**config.mk**
```make
export PLATFORM = sky130hd
export DESIGN_NAME = trackball_quad_gen
export DESIGN_NICKNAME = d
export VERILOG_FILES = /design/src/rtl/trackball_quad_gen.sv
export SDC_FILE = /design/constraint.sdc
export NUM_CORES = 1
export LEC_CHECK = 0
export BUFFER_PORTS_ARGS = -buffer_cell sky130_fd_sc_hd__buf_2
export CELL_PAD_IN_SITES_DETAIL_PLACEMENT = 1
export CELL_PAD_IN_SITES_GLOBAL_PLACEMENT = 1
export CORE_MARGIN = 8
export CORE_UTILIZATION = 35
export DETAILED_ROUTE_END_ITERATION = 7
export GPL_TIMING_DRIVEN = 1
export PLACE_DENSITY_LB_ADDON = 0.2
export SYNTH_ARGS = -nofsm -noshare
export SYNTH_HDL_FRONTEND = slang
export SYNTH_SLANG_ARGS = --single-unit
```
**constraint.sdc**
```tcl
create_clock -name clk_i -period 8.5 [get_ports clk_i]
set_input_delay 1.7 -clock clk_i [delete_from_list [all_inputs] [get_ports clk_i]]
set_output_delay 1.7 -clock clk_i [all_outputs]
set_load 0.02 [all_outputs]
```
**src/rtl/trackball_quad_gen.sv**
```systemverilog
// trackball_quad_gen
// Multi-axis trackball emulator. Each axis accumulates signed motion in
// quarter-step units from digital buttons, an analog stick or mouse deltas,
// then emits rate-limited dir/clk step pulses (one step = 4 units) at most
// once per two ticks. Mode 3 passes a real trackball's lines straight through.

module trackball_quad_gen #(
    parameter int NUM_AXES  = 2,
    parameter int ACC_W     = 12,
    parameter int PULSE_DIV = 1024,
    parameter int DEAD      = 8
) (
    input  logic                    clk_i,
    input  logic                    reset_i,
    input  logic [1:0]              mode_i,
    input  logic [1:0]              sensitivity_i,
    input  logic [NUM_AXES-1:0]     dig_pos_i,
    input  logic [NUM_AXES-1:0]     dig_neg_i,
    input  logic [NUM_AXES*8-1:0]   analog_i,
    input  logic [NUM_AXES*9-1:0]   delta_i,
    input  logic                    delta_strobe_i,
    input  logic [NUM_AXES-1:0]     dir_in_i,
    input  logic [NUM_AXES-1:0]     clk_in_i,
    output logic [NUM_AXES-1:0]     dir_out_o,
    output logic [NUM_AXES-1:0]     clk_out_o,
    output logic [NUM_AXES-1:0]     acc_sat_o
);

    // Sums are formed two bits wider than the accumulator so that the
    // largest contribution plus a full accumulator cannot wrap before the
    // clamp sees it.
    localparam int SW    = ACC_W + 2;
    localparam int CNT_W = (PULSE_DIV > 1) ? $clog2(PULSE_DIV) : 1;

    localparam logic [CNT_W-1:0]     CNT_LAST = CNT_W'(PULSE_DIV - 1);
    localparam logic signed [SW-1:0] ACC_MAX  = SW'((1 << (ACC_W - 1)) - 1);
    localparam logic signed [SW-1:0] ACC_MIN  = -ACC_MAX;
    localparam logic signed [SW-1:0] STEP     = SW'(4);
    localparam logic [8:0]           DEAD_MAG = 9'(DEAD);

    typedef enum logic [1:0] {
        MODE_DIG   = 2'd0,
        MODE_ANA   = 2'd1,
        MODE_MOUSE = 2'd2,
        MODE_PASS  = 2'd3
    } mode_e;

    typedef enum logic {
        ST_LOW  = 1'b0,
        ST_HIGH = 1'b1
    } step_state_e;

    // ------------------------------------------------------------------
    // Contribution helpers
    // ------------------------------------------------------------------

    // Buttons: one scaled unit per tick; opposing buttons cancel out.
    function automatic logic signed [SW-1:0] dig_contrib(
        input logic       pos,
        input logic       neg,
        input logic [1:0] sens
    );
        logic signed [SW-1:0] unit_v;
        unit_v = SW'(1'b1);
        unit_v = unit_v << sens;
        if (pos && !neg) begin
            return unit_v;
        end else if (neg && !pos) begin
            return -unit_v;
        end else begin
            return '0;
        end
    endfunction

    // Analog: magnitude beyond the deadzone, coarsened by 16, then scaled.
    // The magnitude is 9 bits wide so that -128 yields +128.
    function automatic logic signed [SW-1:0] analog_contrib(
        input logic signed [7:0] raw,
        input logic [1:0]        sens
    );
        logic [8:0]           mag_v;
        logic [8:0]           over_v;
        logic signed [SW-1:0] val_v;
        if (raw[7]) begin
            mag_v = 9'd0 - {raw[7], raw};
        end else begin
            mag_v = {1'b0, raw};
        end
        if (mag_v <= DEAD_MAG) begin
            over_v = 9'd0;
        end else begin
            over_v = mag_v - DEAD_MAG;
        end
        val_v = SW'(over_v >> 4);
        val_v = val_v << sens;
        if (raw[7]) begin
            val_v = -val_v;
        end else begin
            val_v = val_v;
        end
        return val_v;
    endfunction

    // Mouse: sign-extended delta, scaled.
    function automatic logic signed [SW-1:0] mouse_contrib(
        input logic signed [8:0] raw,
        input logic [1:0]        sens
    );
        logic signed [SW-1:0] val_v;
        val_v = SW'(raw);
        val_v = val_v << sens;
        return val_v;
    endfunction

    // Symmetric clamp of a wide sum into the accumulator range.
    function automatic logic signed [ACC_W-1:0] clamp_acc(
        input logic signed [SW-1:0] x
    );
        if (x > ACC_MAX) begin
            return ACC_MAX[ACC_W-1:0];
        end else if (x < ACC_MIN) begin
            return ACC_MIN[ACC_W-1:0];
        end else begin
            return x[ACC_W-1:0];
        end
    endfunction

    // True when the clamp had to act on this sum.
    function automatic logic clamp_hit(
        input logic signed [SW-1:0] x
    );
        return (x > ACC_MAX) || (x < ACC_MIN);
    endfunction

    // ------------------------------------------------------------------
    // State
    // ------------------------------------------------------------------
    logic [CNT_W-1:0]        cnt_q, cnt_d;
    logic [1:0]              mode_q;
    logic signed [ACC_W-1:0] acc_q [NUM_AXES];
    logic signed [ACC_W-1:0] acc_d [NUM_AXES];
    step_state_e             state_q [NUM_AXES];
    step_state_e             state_d [NUM_AXES];
    logic [NUM_AXES-1:0]     dir_q, dir_d;
    logic [NUM_AXES-1:0]     clk_q, clk_d;
    logic [NUM_AXES-1:0]     sat_q, sat_d;
    logic                    tick;
    logic                    mode_chg;

    // Tick divider and detection of a mode switch against its registered copy.
    always_comb begin
        tick     = (cnt_q == CNT_LAST);
        mode_chg = (mode_i != mode_q);
        if (tick) begin
            cnt_d = '0;
        end else begin
            cnt_d = cnt_q + CNT_W'(1'b1);
        end
    end

    // Per-axis accumulate / step FSM / passthrough next-state logic.
    always_comb begin
        logic signed [SW-1:0] acc_ext;
        logic signed [SW-1:0] in_v;
        logic signed [SW-1:0] cons_v;
        logic signed [SW-1:0] sum_v;
        dir_d   = dir_q;
        clk_d   = clk_q;
        sat_d   = sat_q;
        acc_ext = '0;
        in_v    = '0;
        cons_v  = '0;
        sum_v   = '0;
        for (int i = 0; i < NUM_AXES; i++) begin
            acc_d[i]   = acc_q[i];
            state_d[i] = state_q[i];
            acc_ext    = SW'(acc_q[i]);
            in_v       = '0;
            cons_v     = '0;
            sum_v      = '0;
            if (mode_chg) begin
                // Fresh start in the new mode; this cycle's inputs are dropped
                // and the last direction is kept for the core.
                acc_d[i]   = '0;
                sat_d[i]   = 1'b0;
                clk_d[i]   = 1'b0;
                state_d[i] = ST_LOW;
            end else if (mode_e'(mode_i) == MODE_PASS) begin
                acc_d[i]   = '0;
                state_d[i] = ST_LOW;
                dir_d[i]   = dir_in_i[i];
                clk_d[i]   = clk_in_i[i];
            end else begin
                case (mode_e'(mode_i))
                    MODE_DIG: begin
                        if (tick) begin
                            in_v = dig_contrib(dig_pos_i[i], dig_neg_i[i], sensitivity_i);
                        end else begin
                            in_v = '0;
                        end
                    end
                    MODE_ANA: begin
                        if (tick) begin
                            in_v = analog_contrib($signed(analog_i[8*i +: 8]), sensitivity_i);
                        end else begin
                            in_v = '0;
                        end
                    end
                    MODE_MOUSE: begin
                        if (delta_strobe_i) begin
                            in_v = mouse_contrib($signed(delta_i[9*i +: 9]), sensitivity_i);
                        end else begin
                            in_v = '0;
                        end
                    end
                    default: begin
                        in_v = '0;
                    end
                endcase

                // The step FSM only moves on ticks, so a full step takes two.
                if (tick) begin
                    case (state_q[i])
                        ST_LOW: begin
                            if (acc_ext >= STEP) begin
                                dir_d[i]   = 1'b1;
                                clk_d[i]   = 1'b1;
                                cons_v     = STEP;
                                state_d[i] = ST_HIGH;
                            end else if (acc_ext <= -STEP) begin
                                dir_d[i]   = 1'b0;
                                clk_d[i]   = 1'b1;
                                cons_v     = -STEP;
                                state_d[i] = ST_HIGH;
                            end else begin
                                state_d[i] = ST_LOW;
                            end
                        end
                        ST_HIGH: begin
                            clk_d[i]   = 1'b0;
                            state_d[i] = ST_LOW;
                        end
                        default: begin
                            clk_d[i]   = 1'b0;
                            state_d[i] = ST_LOW;
                        end
                    endcase
                end else begin
                    state_d[i] = state_q[i];
                end

                // New input and the consumed step land together in one update.
                sum_v    = acc_ext + in_v - cons_v;
                acc_d[i] = clamp_acc(sum_v);
                if (clamp_hit(sum_v)) begin
                    sat_d[i] = 1'b1;
                end else begin
                    sat_d[i] = sat_q[i];
                end
            end
        end
    end

    // State registers with synchronous reset.
    always_ff @(posedge clk_i) begin
        if (reset_i) begin
            cnt_q  <= '0;
            mode_q <= 2'd0;
            dir_q  <= '0;
            clk_q  <= '0;
            sat_q  <= '0;
            for (int i = 0; i < NUM_AXES; i++) begin
                acc_q[i]   <= '0;
                state_q[i] <= ST_LOW;
            end
        end else begin
            cnt_q  <= cnt_d;
            mode_q <= mode_i;
            dir_q  <= dir_d;
            clk_q  <= clk_d;
            sat_q  <= sat_d;
            for (int i = 0; i < NUM_AXES; i++) begin
                acc_q[i]   <= acc_d[i];
                state_q[i] <= state_d[i];
            end
        end
    end

    assign dir_out_o = dir_q;
    assign clk_out_o = clk_q;
    assign acc_sat_o = sat_q;

endmodule

```
* Word level (Yosys, flattened, before mapping)
Memory sizes are Yosys's and may differ from the RTL's.
Index checks and enable logic that the tools add are counted.
** Storage, ports and cells
- Memories :: 2
- RAM bits :: 26
- Logic and storage cells :: 173
- Flip-flop bits (word level) :: 18
** Memory list
- acc_q :: words 2, bits a word 12, read ports 2, clocked after Yosys merged registers in 0, write ports 2, line 140 : logic signed [ACC_W-1:0] acc_q [NUM_AXES];
- state_q :: words 2, bits a word 1, read ports 2, clocked after Yosys merged registers in 0, write ports 2, line 142 : step_state_e state_q [NUM_AXES];
** Operators by class
- Eq/ne operators :: 9
- Reduce and logical (&&, ||, !) cells :: 22
- Add/sub/neg operators :: 12
- Bitwise gates (word level) :: 8
- Shifts and indexed selects :: 5
- Order comparisons :: 10
- Multiplexer cells :: 97
** Operators with widths (number)
- 14-bit 2-to-1 mux :: 28
- 9-bit 2-to-1 mux :: 20
- 12-bit 2-to-1 mux :: 10
- 14-bit one-hot mux with 3 select lines :: 2
- 14-bit negation :: 3
- 1-bit 2-to-1 mux :: 33
- 12-bit by 14-bit adder with 14-bit output :: 2
- 14-bit by 12-bit greater-than comparator with 1-bit output, second input constant :: 2
- 14-bit by 12-bit < comparator with 1-bit output, second input constant :: 2
- 14-bit by 2-bit << shifter with 14-bit output :: 2
- 5-bit by 2-bit << shifter with 14-bit output :: 2
- 14-bit subtractor :: 2
- 12-bit by 4-bit greater-or-equal comparator with 1-bit output, second input constant :: 2
- 12-bit by 3-bit less-or-equal comparator with 1-bit output, second input constant :: 2
- 9-bit by 4-bit less-or-equal comparator with 1-bit output, second input constant :: 2
- 1-bit by 8-bit subtractor with 9-bit output, first input constant :: 2
- 9-bit by 4-bit subtractor with 9-bit output, second input constant :: 2
- 1-bit by 2-bit << shifter with 14-bit output, first input constant :: 1
- 10-bit by 1-bit adder with 10-bit output, second input constant :: 1
- 10-bit == test, second input constant :: 1
- 4-bit != test, second input constant :: 2
- 1-bit one-hot mux with 2 select lines :: 4
- 2-bit AND reduction :: 4
- 4-bit AND reduction :: 2
- 13 further kinds :: 30

* Logic depth before layout (Yosys ltp)
- Word-level depth :: 27
- Depth in mapped cells :: 34
- Mapped depth without buffers :: 32

* Least setup slack after synthesis
Ideal clock, no wire load.
- Kind :: input-to-reg
- Start :: input analog_i[8]
- End :: register sat_q[1], in the netlist acc_sat_o[1]
- Stages on the path :: 31
- Setup slack :: 0.872 ns
- Setup time :: 0.060 ns
- Data required time :: 8.440 ns
- Data arrival time :: 7.567 ns
- Cell sequence :: inv_1 > ha_1 > nor3b_4 > o211a_1 > ha_1 > clkbuf_1 > nor2b_1 > o21ai_0 > nand3_1 > a31oi_2 > nand3_2 > o21a_1 > a2bb2oi_1 > nand3_1 > o21ai_0 > xor2_1 > a21oi_1 > fa_1 > inv_1 > ha_1 > a21oi_1 > o21ai_0 > or4_1 > o21ai_0 > o21a_1 > xnor2_1 > nor3_1 > a211oi_1 > a21oi_1 > nor4_2 > a22o_1
** On the way
- Word-level cells in the longest chain between the ends :: 24
- Elaborated cells on any way between the ends :: 26
- Classes of those cells :: 5 x add/sub; 3 x order compare; 1 x shift; 15 x mux; 2 x reduce/logical
** Ends and longest elaborated chain
- from (decl) :: line 19 : input logic [NUM_AXES*8-1:0] analog_i,
- 1-bit by 8-bit subtractor with 9-bit output :: line 85 : mag_v = 9'd0 - {raw[7], raw};
- 9-bit 2-to-1 mux * :: line 84 : if (raw[7]) begin
- 9-bit 2-to-1 mux * :: line 203 : if (tick) begin
- 9-bit 2-to-1 mux * :: line 194 : case (mode_e'(mode_i))
- 9-bit 2-to-1 mux * :: line 188 : end else if (mode_e'(mode_i) == MODE_PASS) begin
- 9-bit 2-to-1 mux * :: line 181 : if (mode_chg) begin
- 9-bit by 4-bit subtractor with 9-bit output / 9-bit by 4-bit less-or-equal comparator with 1-bit output (equally long branches) :: line 92, 89
- 9-bit 2-to-1 mux * :: line 89 : if (mag_v <= DEAD_MAG) begin
- (+8 left out)
- 14-bit one-hot mux with 3 select lines * :: line 194
- 14-bit 2-to-1 mux * :: line 188
- 14-bit 2-to-1 mux * :: line 181
- 12-bit by 14-bit adder with 14-bit output * :: line 253 : sum_v = acc_ext + in_v - cons_v;
- 14-bit subtractor * :: line 253
- 14-bit by 12-bit greater-than comparator with 1-bit output / 14-bit by 12-bit < comparator with 1-bit output (equally long branches) :: line 132 : return (x > ACC_MAX) || (x < ACC_MIN);
- 1-bit logical OR * :: line 132
- 2-bit AND reduction (no line) *
- to (signal assigned) :: line 281 : sat_q <= sat_d;
- to (decl) :: line 146 : logic [NUM_AXES-1:0] sat_q, sat_d;
Mark *: on every way between the ends. The rest lies on a longest branch, timed or not. The select of a mux whose other input is x is not followed.
A chain may end at the register's enable or synchronous reset.

* Worst setup path in the final report
Same ends and word-level chain as after synthesis.

==> impl_metrics.json <==
{
  "clock_power_share_pct": 8.7,
  "fin_tns_setup_ns": 0,
  "hold_depth": 1,
  "setup.worst_path.start": "analog_i[8]",
  "critPathMaxFanout": 10,
  "firstDrtPassIters": 4,
  "root_buffer": "clkbuf_16",
  "drtIter0Drc": 303,
  "end_kind": "flip-flop",
  "layout_common_cells": "87 x inv_1, 85 x nand2_1, 76 x nor2_1",
  "clk_path_buf_depth": 2,
  "post-place-cells": 1118,
  "rr_endpoint": "acc_sat_o[1]",
  "ff2ff_path_depth": 21,
  "die_h_um": 152,
  "status": "finished, final reports clean",
  "final_max_slew_viol_count": 0,
  "synth_warnings": 0,
  "comb_power_share_pct": 78.2,
  "area_growth_pct": 9.91,
  "relSlewSlack_pct": 49.8,
  "fin_crit_ns": 7.88,
  "clock_latency_ns": 0.29,
  "grt_pass1_vias": 6333,
  "finalCritPeriodShare_pct": 92.7,
  "multi_input_area_um2": 5110,
  "syn_inst": 862,
  "cp-start-kind": "input pin",
  "power_switching_mw": 1.14,
  "seqPwrFrac_pct": 13.0,
  "ir_drop_mv": 0.221,
  "die_area_um2": 23100,
  "nFillCells": 2306,
  "fmax_ghz": 0.127,
  "worst_ep_arrival_time_ns": 8.06,
  "synthArstFlopShare_pct": 0,
  "drcViolationCount": 0,
  "p_int_mw": 1.00,
  "hp-class": "reg -> reg",
  "grt_max_degree": 30,
  "cts_buffers": 5,
  "power_leakage_nw": 2.90,
  "max_slew.worst_pin.slew_ns": 0.751,
  "placementRows": 49,
  "vias": 6297,
  "synth_fp_nets": 969,
  "synth-main-ff-cell": "dfxtp_1",
  "gp_congestion": 0.858,
  "cts_sinks": 44,
  "routed_wl_mm": 19.9,
  "sw_frac_of_total_pct": 53.2,
  "ff2ff_setup_slack_ns": 2.52,
  "cellPowerDensity_nw_per_um2": 302,
  "antenna_left": 0,
  "drive_above_1_share_pct": 14.6,
  "grt.total_usage_pct": 16.7,
  "htree_levels": 2,
  "required_ns": 8.68,
  "setup_viol": 0,
  "synth_cell_types": 94,
  "start_util_pct": 35.9,
  "slowest_stage": "or4b_1",
  "min_to": "cnt_q[0]",
  "die_w_um": 152,
  "final_common_cell": "inv_1",
  "worst_path_most_repeated_cell": "o21ai_0",
  "synth_edf_count": 0,
  "ys_seq_elements": 44,
  "ys_seq_area_share_pct": 13.6,
  "syn_avg_cell_area_um2": 7.50,
  "numPortBuffers": 54,
  "pin_count": 55,
  "place.detailed.hpwl_mm": 16.1,
  "clock_skew_ns": 0.00607,
  "hold_viol_final": 0,
  "cts_tree": "built",
  "routed_via_density": 5.60,
  "antenna_found_initial": 0,
  "path_class": "in -> reg",
  "antenna_cells_inserted": 0,
  "maxCapViolCount": 0,
  "worstReg2RegStart": "cnt_q[2]",
  "rsz0062_at_grt": "false",
  "clk_pin_slew_worst_paths_ns": 0.06,
  "netlist_area_um2": 6460,
  "instances_no_fill": 1125,
  "core_um2": 18000,
  "nets": 1003,
  "cpPeakStageDelay_ns": 0.47,
  "cts_setup_buffers": 0,
  "register_area_um2": 881,
  "gr-total-overflow": 0,
  "wire_per_inst_um": 17.7,
  "hp-start": "cnt_q[0]",
  "grt_pass1_wl_mm": 32.8
}
-- power by group through the flow --
stage	Combinational [mW]	Clock [mW]	Sequential, mW
global placement	1.65	0	0.285
CTS	1.67	0.195	0.280
finish	1.68	0.187	0.279
global route	1.87	0.201	0.284
detailed placement	1.66	0	0.285
floorplan	1.29	0	0.272
-- cells by family after synthesis --
| logic type | Yosys count | synth area share, % |
|---|---|---|
| buf+inv | 126 | 7.78 |
| flops | 44 | 13.6 |
| compound gates | 253 | 27.4 |
| mux | 27 | 5.59 |
| fa+ha+maj | 58 | 13.8 |
| simple gates | 304 | 24.2 |
| xor+xnor | 50 | 7.59 |
-- flip-flops by register name, indices dropped and copies added (netlist names) --
register and count:
acc_q 24, cnt_q 10, acc_sat_o 2, clk_out_o 2, dir_out_o 2, mode_q 2
state_q 2
-- per-stage QoR --
step                      worst slack (ns)  utilization (%)  power [mW]  hold slack [ns]  cell area [µm²]
after floorplan                      0.872                -        1.56            0.437             6460
after global placement               0.256             38.6        1.94            0.459             6950
after detailed placement             0.123             38.6        1.95            0.462             6950
after CTS                            0.392             39.3        2.15            0.477             7090
after global routing                0.0645             39.4        2.35            0.504             7100
final                                0.621             39.4        2.14            0.471             7100
-- repair_timing --
action                                  CTS  global route
gates resized for setup                   0             4
endpoints found under the setup margin    0            11
hold buffers                              0             0
hold endpoints to repair                  0             0
-- per-layer routing --
| layer | global-route usage (%) | vias to the layer above | wire, µm |
|---|---|---|---|
| li1 | - | 3117 | - |
| met1 | 22.1 | 3064 | 9520 |
| met2 | 28.5 | 96 | 9520 |
| met3 | 2.40 | 20 | 606 |
| met4 | 2.97 | 0 | 263 |
| met5 | 0 | - | 0 |
-- synth_stat cells, drive strengths merged, types with 14 or more instances --
master | n | area share [%]
buf | 14 | 1.3
nand2b | 16 | 1.5
clkbuf | 25 | 1.5
inv | 87 | 5.1
nor2 | 78 | 4.7
dfxtp | 44 | 14
o21ai | 61 | 5.5
ha | 36 | 7.0
xor2 | 31 | 4.9
nand2 | 86 | 5.1
o211ai | 15 | 2.0
o22ai | 16 | 2.1
nor3 | 23 | 1.9
nor2b | 18 | 1.7
fa | 22 | 6.8
a21oi | 73 | 5.8
mux2i | 17 | 2.6
xnor2 | 19 | 2.7
nand3 | 19 | 1.6
-- worst max-delay path by stage --
stage,endpoint,slack (ns)
floorplan,acc_sat_o[1],0.87
global placement,acc_sat_o[1],0.26
detailed placement,acc_sat_o[1],0.12
CTS,acc_sat_o[1],0.39
global route,acc_sat_o[1],0.06
finish,acc_sat_o[1],0.62
-- layout make-up --
cell class	instances	area share [%]
clock inverters	2	0.176
flip-flops and latches	44	12.4
clock buffers	5	1.76
repair buffers	66	5.07
multi-input cells	692	72.0
well taps	229	4.03
inverters	87	4.60
-- worst max-delay path: cells and delay by family --
kind	cells	cell delay (ns)
xor+xnor	2	0.35
compound gates	12	2.40
buf+inv	3	0.30
simple gates	9	2.08
fa+ha+maj	4	1.24
(Power assumes the default switching activity.)
